==> src/rtl/pix_serializer.sv <==
// pix_serializer: streams DATA_W-bit pixel words out LANES bits per beat.
// A one-word hold register lets the next word queue behind the word that is
// currently shifting, so consecutive words leave with no idle beat.
//
// Ports:
//   sclk         clock, rising edge
//   rst          asynchronous active-high reset
//   pix_in       pixel word, captured when in_valid && in_ready
//   in_valid     pix_in is valid
//   in_ready     a word can be accepted this cycle (hold register empty)
//   shift_en     consume the beat currently on ser_out
//   ser_out      current beat (LANES bits)
//   ser_valid    ser_out holds a valid beat
//   frame_first  current beat is beat 0 of its word
//   frame_last   current beat is the final beat of its word
//   underrun     sticky: shift_en seen while no beat was valid
//   clr_err      synchronous clear of underrun
module pix_serializer #(
  parameter int unsigned DATA_W    = 42,
  parameter int unsigned LANES     = 2,
  parameter int unsigned MSB_FIRST = 0
) (
  input  logic              sclk,
  input  logic              rst,
  input  logic [DATA_W-1:0] pix_in,
  input  logic              in_valid,
  output logic              in_ready,
  input  logic              shift_en,
  output logic [LANES-1:0]  ser_out,
  output logic              ser_valid,
  output logic              frame_first,
  output logic              frame_last,
  output logic              underrun,
  input  logic              clr_err
);

  localparam int unsigned BEATS = DATA_W / LANES;
  localparam int unsigned CNT_W = (BEATS > 1) ? $clog2(BEATS) : 1;
  localparam logic [CNT_W-1:0] LAST_BEAT = CNT_W'(BEATS - 1);

  if ((LANES == 0) || ((DATA_W % LANES) != 0)) begin : g_bad_params
    $error("pix_serializer: DATA_W must be a non-zero multiple of LANES");
  end

  // IDLE: shift register empty; SHIFT: shift register holds a word
  typedef enum logic {IDLE, SHIFT} state_t;

  state_t            state;
  logic [DATA_W-1:0] sr;
  logic [DATA_W-1:0] hr;
  logic              hr_full;
  logic [CNT_W-1:0]  cnt;

  logic              accept;
  logic              consume;
  logic              last;
  logic              sr_empties;
  logic [DATA_W-1:0] sr_shifted;

  assign accept     = in_valid && !hr_full;
  assign consume    = shift_en && (state == SHIFT);
  assign last       = consume && (cnt == LAST_BEAT);
  assign sr_empties = (state == IDLE) || last;

  // Lane order selects which end of sr is on the wire and which way it moves
  if (MSB_FIRST != 0) begin : g_msb
    assign sr_shifted = sr << LANES;
    assign ser_out    = sr[DATA_W-1 -: LANES];
  end else begin : g_lsb
    assign sr_shifted = sr >> LANES;
    assign ser_out    = sr[LANES-1:0];
  end

  assign in_ready    = !hr_full;
  assign ser_valid   = (state == SHIFT);
  assign frame_first = (state == SHIFT) && (cnt == '0);
  assign frame_last  = (state == SHIFT) && (cnt == LAST_BEAT);

  // Word storage, beat counter and state
  always_ff @(posedge sclk or posedge rst) begin
    if (rst) begin
      state   <= IDLE;
      sr      <= '0;
      hr      <= '0;
      hr_full <= 1'b0;
      cnt     <= '0;
    end else if (sr_empties) begin
      // hr can only be full while a word is shifting, so accept and a
      // pending hr word never coincide here
      if (hr_full) begin
        sr      <= hr;
        hr_full <= 1'b0;
        cnt     <= '0;
        state   <= SHIFT;
      end else if (accept) begin
        sr    <= pix_in;
        cnt   <= '0;
        state <= SHIFT;
      end else begin
        sr    <= '0;
        cnt   <= '0;
        state <= IDLE;
      end
    end else begin
      if (accept) begin
        hr      <= pix_in;
        hr_full <= 1'b1;
      end
      if (consume) begin
        sr  <= sr_shifted;
        cnt <= cnt + CNT_W'(1);
      end
    end
  end

  // Sticky underrun; a new underrun beats a simultaneous clear
  always_ff @(posedge sclk or posedge rst) begin
    if (rst) begin
      underrun <= 1'b0;
    end else if (shift_en && (state == IDLE)) begin
      underrun <= 1'b1;
    end else if (clr_err) begin
      underrun <= 1'b0;
    end
  end

endmodule

==> config.mk <==
export PLATFORM = sky130hd
export DESIGN_NAME = pix_serializer
export DESIGN_NICKNAME = d
export VERILOG_FILES = /design/src/rtl/pix_serializer.sv
export SDC_FILE = /design/constraint.sdc
export NUM_CORES = 1
export LEC_CHECK = 0
export CAP_MARGIN = 0
export CORE_MARGIN = 8
export CORE_UTILIZATION = 52
export CTS_BUF_LIST = sky130_fd_sc_hd__clkbuf_4 sky130_fd_sc_hd__clkbuf_8
export CTS_CLUSTER_DIAMETER = 60
export CTS_CLUSTER_SIZE = 14
export DETAILED_ROUTE_END_ITERATION = 12
export GPL_TIMING_DRIVEN = 1
export PLACE_DENSITY = 0.75
export SLEW_MARGIN = 10
export SYNTH_ARGS = -nofsm -noshare
export SYNTH_HDL_FRONTEND = slang
export SYNTH_SLANG_ARGS = --single-unit
==> constraint.sdc <==
create_clock -name sclk -period 3.5 [get_ports sclk]
set_input_delay 0.7 -clock sclk [delete_from_list [all_inputs] [get_ports sclk]]
set_output_delay 0.7 -clock sclk [all_outputs]
set_load 0.02 [all_outputs]
## Word level (Yosys, flattened, before mapping)

Cells that the tools add are included.

| cells by class | value |
|---|---|
| add/subtract/negate cells | 1 |
| multiply operators | 0 |
| divide/modulo/power cells | 0 |
| order comparisons | 0 |
| equality and inequality tests | 1 |
| shifts and indexed selects | 0 |
| mux-type cells | 12 |
| bitwise gates (word level) | 2 |
| reductions and logical operators | 13 |

Operators by type and width:

| kind | number |
|---|---|
| 2-to-1 mux 42 bit | 4 |
| 2-to-1 mux 5 bit | 2 |
| logical AND 1 bit | 6 |
| 2-to-1 mux 1 bit | 6 |
| nonzero test 2 bit | 3 |
| adder 5 x 1 -> 5 bit (second input constant) | 1 |
| == test 5 bit (second input constant) | 1 |
| logical NOT 5 bit | 1 |
| inverter 1 bit | 2 |
| AND reduction 2 bit | 1 |
| logical NOT 1 bit | 1 |
| logical OR 1 bit | 1 |

| storage, ports and cells | value |
|---|---|
| register bits after elaboration | 92 |
| bits in latches | 0 |
| bits in writable memories | 0 |
| bits in read-only memories | 0 |
| bits of input ports | 47 |
| logic and storage cells | 35 |
| memories kept | 0 |

## Longest topological paths before layout

| logic depth | value |
|---|---|
| depth in word-level cells | 5 |
| gate-level depth with buffers | 7 |

## Worst setup path before layout

OpenSTA, ideal clock, no wires.

| path | value |
|---|---|
| path type | register -> output |
| from | reg state, in the netlist ser_valid |
| to | out frame_first |
| arrival time | 1.312 ns |
| data required time | 2.800 ns |
| setup slack | 1.488 ns |
| cell stages (with the launch flop) | 3 |
| path through | dfrtp_1 > inv_1 > nor4_1 |

| on the way | value |
|---|---|
| cells in the longest elaborated chain, start to end | 1 |

Ends and longest elaborated chain:

| element | line | RTL |
|---|---|---|
| start: declaration | 48 | `state_t state;` |
| start signal: assignment | 82 | `state <= IDLE;` |
| start signal: assignment | 94 | `state <= SHIFT;` |
| start signal: assignment | 98 | `state <= SHIFT;` |
| logical AND 1 bit | 76 | `assign frame_first = (state == SHIFT) && (cnt == '0);` |
| end: declaration | 31 | `output logic frame_first,` |

No other way between the ends.

## Worst setup path in the final report

| path | value |
|---|---|
| from | reg cnt[0] |
| to | out frame_last |

| on the way | value |
|---|---|
| cells in the longest elaborated chain, start to end | 2 |

Ends and longest elaborated chain:

| element | line | RTL |
|---|---|---|
| start: declaration | 52 | `logic [CNT_W-1:0] cnt;` |
| start signal: assignment | 111 | `cnt <= cnt + CNT_W'(1);` |
| == test 5 bit | 77 | `assign frame_last = (state == SHIFT) && (cnt == LAST_BEAT);` |
| logical AND 1 bit | 77 |  |
| end: declaration | 32 | `output logic frame_last,` |

No other way between the ends.

==> run_results.csv <==
group,metric,value,unit
logic_synthesis,ys_async_sr_fraction,1.00,
sta,max_freq,376,MHz
critical_path,timing.critical_path.max_delay_family,"buffers and inverters",
cts,cts_buffers,9,
cts,clk_pin_slew,100,ps
logic_synthesis,yosysTopAreaCellShare,0.502,
sta,fin_skew,11.5,ps
grt,track_usage,0.165,
critical_path,crit_required,2800,ps
placed_design,gp_congestion,0.760,
placed_design,dp.final_hpwl,5810,um
sta,period_share,0.760,
run,cap_violations,0,
cts,ctsResizeCount,0,
logic_synthesis,synth_cell_types,28,
cts,clock-sinks,92,
critical_path,cp_max_fo,4,
run_status,status,"finished clean",
logic_synthesis,synth_top_area_cell,"dfrtp_1",
cts,cts-hold-fix-buffers,0,
worst_hold_path,worstHoldStart,"sr[34]$_DFFE_PP0P_",
pwr,power_leakage,2.45,nW
finish,syn_to_final_growth,14.9,%
route,vias_per_cell,5.48,
sta,slew-limit-headroom,0.517,
pwr,p_per_area,684,nW/um^2
cts,cts_setup_buffers,0,
critical_path,reg2reg_from,"cnt[0]$_DFFE_PP0P_",
route,drc,0,
logic_synthesis,synthCells,410,
pwr,ir_drop,0.000309,V
finish,drive_gt1_frac,0.163,
route,drtPass1Iterations,5,
logic_synthesis,syn-num-nets,459,
worst_hold_path,hp-class,"reg2reg",
logic_synthesis,synth_edf_count,0,
cts,cts_tree,"built",
cts,worst_skew_pair.late_latency,360,ps
die,placeableCoreArea,8640,sq um
sta,totalNegativeSetupSlack,0,ps
logic_synthesis,synth-seq-cells,92,
finish,final_util,0.610,
critical_path,reg2reg_setup_slack,1600,ps
route,drtIter0Drc,135,
critical_path,r2r-end,"hr[5]$_DFFE_PP0P_",
grt,antenna_found_initial,0,
route,ant_nets,0,
critical_path,r2r_cells,6,
logic_synthesis,yosysMostFrequentCell,"dfrtp_1",
logic_synthesis,synth.top_cells.by_count,"dfrtp_1, nand2_1, o21ai_0",
grt,grt_pass1_vias,3246,
critical_path,endpoint_kind,"output pin",
logic_synthesis,synth_area,4580,sq um
die,dieWidth,110,um
route,wl_per_cell,16.6,um
route,vias,3073,
die,initial_core_util,0.531,
finish,insertedDiodeCount,0,
die,dieArea,12100,sq um
die,die_h,110,um
logic_synthesis,yosys_warnings,0,
critical_path,path_cells,"inv_1, ha_1, nand4b_2, nor2_1, clkdlybuf4s50_1",
die,ioPinCount,54,
critical_path,setup.worst_path.class,"reg2out",
critical_path,start_kind,"flop",
route,totalWireLength,9290,um
logic_synthesis,syn_area_per_cell,11.2,sq um
sta,worst_pin_slew,725,ps
worst_hold_path,whs_path_depth,1,
cts,ctsHtreeMaxLevel,3,
logic_synthesis,yosysSeqAreaShare,0.502,
critical_path,critPathBufInv,2,
cts,root_buffer,"clkbuf_8",
die,core.rowCount,34,
grt,grt_pass1_wl,16000,um
sta,hold_viol,0,
logic_synthesis,yosys-top-cells-area,"dfrtp_1, mux2_4, a221o_1, nand2_1, and2_1",
critical_path,cp.arrival,1960,ps
sta,final_max_slew_viol_count,0,
grt,grt_max_degree,86,
critical_path,max_stage_delay,620,ps
critical_path,cpMaxStageDelayCell,"clkdlybuf4s50_1",
cts,clk_path_buf_depth,2,
grt,overflow,0,
sta,layout_min_cycle_time,2660,ps
sta,setup_viol,0,
worst_hold_path,hold_path_end,"sr[32]$_DFFE_PP0P_",
sta,rsz0062_at_grt,"no",
finish,fin_nets,497,
placed_design,port-buffer-count,53,
logic_synthesis,yosys_most_used_dff,"dfrtp_1",
where the power goes:
group          internal, mW  switching [mW]
Clock                 0.271           0.388
Sequential             1.51           0.274
Combinational         0.719           0.444
layer usage:
metal	vias up	part of all wire	GRT usage
li1	1501	-	-
met1	1501	0.48	0.227
met2	67	0.47	0.259
met3	4	0.043	0.0393
met4	0	0.0034	0.0357
met5	-	0	0
kinds of logic after synthesis:
kind of cell,after synthesis,synth area share
DFF,92,0.502
buffers and inverters,42,0.0614
and+or+nand+nor,139,0.141
adders and majority gates,2,0.00546
AOI/OAI and AO/OA,89,0.146
xor gates and xnor gates,4,0.00765
muxes,42,0.136
placed cells by master (no fill, tap or decap), types with 5 or more instances in the layout:
master	synthesis	layout
dfrtp_1	92	91
nand2_1	86	86
clkdlybuf4s50_1	0	52
o21ai_0	43	42
mux2_4	40	40
and2_1	40	40
a221o_1	40	40
clkbuf_8	0	9
buf_4	2	8
inv_1	7	6
nor2_1	6	6
clkinvlp_4	0	5
flip-flops by register name, summed over array words and instances, names as in the netlist:
signal / cells
hr: 42
sr: 42
cnt: 5
hr_full: 1
ser_valid: 1
underrun: 1
metrics by stage:
stage	power, mW	instance area, sq um	setup slack [ps]	std cells	hold WS [ps]
2_1_floorplan	2.68	4580	408	410	470
3_3_place_gp	2.91	5080	1050	545	484
3_5_place_dp	2.96	5080	988	545	487
4_1_cts	3.64	5270	817	561	503
5_1_grt	3.85	5270	677	561	517
6_report	3.60	5270	839	561	503
area by class of cell:
type / instances / area, sq um
fill: 714 / 3370
multi-input combinational: 276 / 2010
clock inverter: 6 / 48.8
sequential: 92 / 2300
inverter: 7 / 27.5
tap: 108 / 135
timing repair buffer: 62 / 606
clock buffer: 10 / 131
worst max-delay path by stage:
stage | startpoint | to | depth (start not counted)
after detailed placement | shift_en | hr[5]$_DFFE_PP0P_ | 5
after global placement | shift_en | hr[6]$_DFFE_PP0P_ | 5
after floorplan | rst | cnt[0]$_DFFE_PP0P_ | 1
final | cnt[0]$_DFFE_PP0P_ | frame_last | 5
after CTS | cnt[0]$_DFFE_PP0P_ | frame_last | 5
after global routing | cnt[0]$_DFFE_PP0P_ | frame_last | 5
(Power assumes the default switching activity.)
